`config.mk`:
```
export PLATFORM = sky130hd
export DESIGN_NAME = imem_access_arbiter
export DESIGN_NICKNAME = d
export VERILOG_FILES = /design/src/rtl/imem_access_arbiter.sv
export SDC_FILE = /design/constraint.sdc
export NUM_CORES = 1
export LEC_CHECK = 0
export BUFFER_PORTS_ARGS = -buffer_cell sky130_fd_sc_hd__buf_4
export CELL_PAD_IN_SITES_DETAIL_PLACEMENT = 1
export CELL_PAD_IN_SITES_GLOBAL_PLACEMENT = 1
export CORE_MARGIN = 5
export CORE_UTILIZATION = 30
export CTS_CLUSTER_SIZE = 16
export DETAILED_ROUTE_END_ITERATION = 10
export GPL_TIMING_DRIVEN = 0
export MAX_ROUTING_LAYER = met4
export PLACE_DENSITY = 0.87
export SLEW_MARGIN = 20
export SYNTH_ARGS = -nofsm -noshare
export SYNTH_HDL_FRONTEND = slang
export SYNTH_SLANG_ARGS = --single-unit
```
`constraint.sdc`:
```
create_clock -name clk -period 1.2 [get_ports clk]
set_input_delay 0 -clock clk [delete_from_list [all_inputs] [get_ports clk]]
set_output_delay 0 -clock clk [all_outputs]
set_load 0.1 [all_outputs]
```
`src/rtl/imem_access_arbiter.sv`:
```
// Instruction-memory arbiter: loader-only BOOT phase, then round-robin fetch/loader sharing in RUN.
// Optional macro IMEM_WRITE_PROTECT_EN rejects loader writes once in RUN.
module imem_access_arbiter #(
  parameter int          AW        = 22,
  parameter logic [31:0] NOP_INSTR = 32'h00000013,
  parameter bit          BOOT_SKIP = 1'b0
) (
  input  logic          clk,
  input  logic          rst,
  input  logic          f_req,
  input  logic [31:0]   f_addr,
  output logic          f_gnt,
  output logic          f_rvalid,
  output logic [31:0]   f_rdata,
  output logic          f_err,
  output logic          f_stall,
  input  logic          l_req,
  input  logic          l_we,
  input  logic [31:0]   l_addr,
  input  logic [31:0]   l_wdata,
  input  logic          l_done,
  output logic          l_gnt,
  output logic          l_rvalid,
  output logic [31:0]   l_rdata,
  output logic          l_err,
  output logic          m_en,
  output logic          m_we,
  output logic [AW-1:0] m_addr,
  output logic [31:0]   m_wdata,
  input  logic [31:0]   m_rdata,
  output logic          booting
);

  typedef enum logic {ST_BOOT, ST_RUN} state_t;
  typedef enum logic {RR_FETCH, RR_LOADER} rr_t;

  state_t      state_q, state_d;
  rr_t         rr_last_q, rr_last_d;
  logic        f_pend_q, f_pend_d;
  logic        f_flt_q, f_flt_d;
  logic        l_pend_q, l_pend_d;
  logic        l_err_q, l_err_d;
  logic [31:0] f_hold_q, f_hold_d;
  logic [31:0] l_hold_q, l_hold_d;
  logic        f_fault, l_fault, l_wp_rej, l_rej;

  function automatic logic addr_fault(input logic [31:0] a);
    addr_fault = (a[1:0] != 2'b00) || ((a >> (AW + 2)) != 32'd0);
  endfunction

  always_comb begin
    f_gnt = 1'b0;
    l_gnt = 1'b0;
    // Grants are suppressed during reset so the memory sees no stray access.
    if (!rst) begin
      if (state_q == ST_BOOT) begin
        l_gnt = l_req;
      end else if (f_req && l_req) begin
        if (rr_last_q == RR_LOADER) f_gnt = 1'b1;
        else                        l_gnt = 1'b1;
      end else begin
        f_gnt = f_req;
        l_gnt = l_req;
      end
    end

    f_fault = addr_fault(f_addr);
    l_fault = addr_fault(l_addr);
`ifdef IMEM_WRITE_PROTECT_EN
    l_wp_rej = (state_q == ST_RUN) && l_we;
`else
    l_wp_rej = 1'b0;
`endif
    l_rej = l_fault || l_wp_rej;

    f_stall = f_req && !f_gnt;
    m_en    = (f_gnt && !f_fault) || (l_gnt && !l_rej);
    m_we    = l_gnt && !l_rej && l_we;
    m_addr  = l_gnt ? l_addr[AW+1:2] : f_addr[AW+1:2];
    m_wdata = l_wdata;

    f_pend_d  = f_gnt && !f_fault;
    f_flt_d   = f_gnt && f_fault;
    l_pend_d  = l_gnt && !l_rej && !l_we;
    l_err_d   = l_gnt && l_rej;
    rr_last_d = f_gnt ? RR_FETCH : (l_gnt ? RR_LOADER : rr_last_q);
    state_d   = (state_q == ST_BOOT && l_done) ? ST_RUN : state_q;

    // Response side: pending flags are registered, so data can only land on its owner.
    f_rvalid = !rst && (f_pend_q || f_flt_q);
    f_err    = !rst && f_flt_q;
    l_rvalid = !rst && l_pend_q;
    l_err    = !rst && l_err_q;
    f_rdata  = f_hold_q;
    if (!rst && f_flt_q)       f_rdata = NOP_INSTR;
    else if (!rst && f_pend_q) f_rdata = m_rdata;
    l_rdata  = (!rst && l_pend_q) ? m_rdata : l_hold_q;
    f_hold_d = f_rdata;
    l_hold_d = l_rdata;
    booting  = (state_q == ST_BOOT);
  end

  always_ff @(posedge clk) begin
    if (rst) begin
      state_q   <= BOOT_SKIP ? ST_RUN : ST_BOOT;
      rr_last_q <= RR_LOADER;
      f_pend_q  <= 1'b0;
      f_flt_q   <= 1'b0;
      l_pend_q  <= 1'b0;
      l_err_q   <= 1'b0;
      f_hold_q  <= 32'd0;
      l_hold_q  <= 32'd0;
    end else begin
      state_q   <= state_d;
      rr_last_q <= rr_last_d;
      f_pend_q  <= f_pend_d;
      f_flt_q   <= f_flt_d;
      l_pend_q  <= l_pend_d;
      l_err_q   <= l_err_d;
      f_hold_q  <= f_hold_d;
      l_hold_q  <= l_hold_d;
    end
  end

endmodule

```
==> results.json <==
{
  "drc": 0,
  "grt_overflow": 0,
  "place.gp.congestion": 0.827,
  "cap_violations": 0,
  "cts.sinks": 70,
  "worstSkewPairLatency_ps": 330,
  "die_area_um2": 15900,
  "synth_fp_nets": 587,
  "p_leak_nw": 4.20,
  "clockPowerShare": 0.361,
  "antenna_found_initial": 2,
  "rsz0062_at_grt": "true",
  "p_comb_frac": 0.330,
  "max-slew-margin-rel": 0.321,
  "p_seq_frac": 0.309,
  "drt-initial-drc-count": 268,
  "grt_pass1_vias": 5658,
  "cp-start-kind": "input port",
  "grt_max_degree": 12,
  "post-route-util": 0.717,
  "critPathKind": "input port to output pin",
  "rows": 42,
  "tightest_slew_ps": 1010,
  "endpoint_kind": "output pin",
  "n_fill_cell": 1234,
  "h-tree-depth": 3,
  "clkTransAtPathRegs_ps": 50,
  "fin_crit_ps": 1870,
  "post_dp_cell_area_um2": 6630,
  "dp_cells": 858,
  "ys_types": 28,
  "finalMaxSlewViolations": 0,
  "portBuffers": 229,
  "setup_viol": 114,
  "wl_per_cell_um": 29.5,
  "layout.cells.most_common": "buf_4",
  "pre_cts_ws_ps": -554,
  "ys_warn_count": 0,
  "violations": "negative setup slack",
  "cp.arrival_ps": 1870,
  "setup_ws_ps": -668,
  "routed_wl_mm": 27.8,
  "nets": 893,
  "p_sw_mw": 2.67,
  "mostFrequentLayoutCells": "175 x buf_4, 113 x buf_12, 66 x nor2_1, 65 x dfxtp_1, 55 x mux2i_1",
  "via_count": 4978,
  "crit_fanout": 3,
  "cts_inserted_buffers": 9,
  "grt_pass1_wl_mm": 35.8,
  "whs_ps": 24.7,
  "cts_tree": "done",
  "dr.pass1.iters": 5,
  "p_sw_frac": 0.352,
  "grt_usage": 0.307,
  "hp-class": "input port to flop",
  "ios": 262,
  "syn_inst": 453,
  "die_w_um": 126,
  "syn_to_final_growth_pct": 135,
  "skew_ps": 10.5,
  "intPower_mw": 4.92,
  "antenna_left": 0,
  "ys_seq_elements": 70,
  "vdd.ir_drop.worst_uv": 829,
  "max_freq_mhz": 535,
  "syn_area_um2": 4030,
  "p_per_area_nw_per_um2": 802,
  "viasPerCell": 5.29,
  "die_y_um": 126,
  "synth.avg_cell_area_um2": 8.90,
  "root_buffer": "clkbuf_16",
  "synth-seq-area-share": 0.348,
  "finalPower_mw": 7.59,
  "fin_setup_tns_ps": -42070,
  "stdcell_area_um2": 9460,
  "finalHoldViolCount": 0,
  "core_um2": 13200,
  "drive_above_1_share": 0.640,
  "stdcell_count": 941,
  "dp_hpwl_mm": 12.9,
  "start_util": 0.306,
  "cp_data_required_time_ps": 1200,
  "clockBufferDepth": 2,
  "status": "finished, violations left",
  "period_share": 1.56
}
-- cell families after synthesis --
kind of cell	after synthesis	share of synthesized area
AO/OA/AOI/OAI	36	0.0487
buffers and inverters	70	0.115
flip-flops	70	0.348
multiplexers	115	0.319
AND/OR/NAND/NOR	162	0.170
-- cell usage after synthesis --
library cell  instances  share of area
mux2_2               36           0.10
buf_4                34          0.063
buf_6                 6          0.017
buf_1                 1        0.00093
nor2_1               69          0.064
a211oi_1              3         0.0056
nand2_1              67          0.062
nor4b_1               1         0.0022
nor3_1                1         0.0012
nand3b_4              1         0.0050
o41ai_1               1         0.0022
buf_2                22          0.027
nor2b_1               7          0.011
nor4_1                5         0.0078
a21oi_1              29          0.036
mux2i_1              61           0.15
nand2b_1              4         0.0062
mux2_4               18          0.067
a31oi_1               1         0.0016
inv_1                 5         0.0047
nand3_1               4         0.0050
or2_1                 1         0.0016
or3_1                 1         0.0016
clkbuf_1              2         0.0019
nand4_1               1         0.0016
dfxtp_1              70           0.35
o31a_1                1         0.0022
o21ai_0               1         0.0012
-- sequential cells by signal, indices dropped and copies added (netlist names) --
name / count
state_q: 1
f_hold_q: 32
rr_last_q: 1
f_pend_q: 1
f_flt_q: 1
l_hold_q: 32
l_pend_q: 1
l_err_q: 1
-- worst max-delay path, cell delays in order --
cell and delay, ps:
buf_4 120, nor4_1 860, nand4_1 310, buf_6 240, o41ai_4 60, buf_6 280
-- layer usage --
layer | routed length [µm] | share of wire | GRT usage
met5 | 0 | 0 | -
met4 | 1580 | 0.057 | 0.144
met2 | 15200 | 0.55 | 0.590
met3 | 1710 | 0.062 | 0.0567
met1 | 9240 | 0.33 | 0.292
-- final cells by class --
| class | count | area [µm²] | share of cell area |
|---|---|---|---|
| Clock buffer | 11 | 243 | 0.0257 |
| Multi-Input combinational cell | 313 | 3070 | 0.324 |
| Sequential cell | 70 | 1420 | 0.150 |
| Tap cell | 176 | 220 | 0.0233 |
| Buffer | 61 | 649 | 0.0687 |
| Antenna cell | 2 | 5.00 | 0.000529 |
| Inverter | 5 | 36.3 | 0.00384 |
| Timing Repair Buffer | 299 | 3770 | 0.399 |
| Clock inverter | 4 | 47.5 | 0.00503 |
-- power groups by stage --
stage / combinational, mW / sequential [mW] / clock, mW
2_1_floorplan: 1.35 / 2.39 / 0
3_3_place_gp: 1.91 / 2.40 / 0
3_5_place_dp: 1.94 / 2.40 / 0
4_1_cts: 2.36 / 2.35 / 2.69
5_1_grt: 2.55 / 2.34 / 2.85
6_report: 2.50 / 2.34 / 2.74
-- final timing paths --
check                               start                 endpoint  slack (ps)  depth (start not counted)
setup reg to reg      f_pend_q$_SDFF_PP0_   f_hold_q[3]$_SDFF_PP0_        -160                          4
setup / recovery               l_addr[27]                     m_en        -670                          6
hold / removal                      f_req      f_pend_q$_SDFF_PP0_          20                          3
hold reg to reg   l_hold_q[11]$_SDFF_PP0_  l_hold_q[11]$_SDFF_PP0_         500                          2
-- timing repair --
item,in CTS,in global routing
gates resized for setup,390,68
gates cloned,6,2
hold endpoints to repair,64,0
pin swaps,30,34
setup buffers,19,14
hold buffers,37,0
endpoints found under the setup margin,132,157
Note: power is estimated with default switching activity, not from simulation.
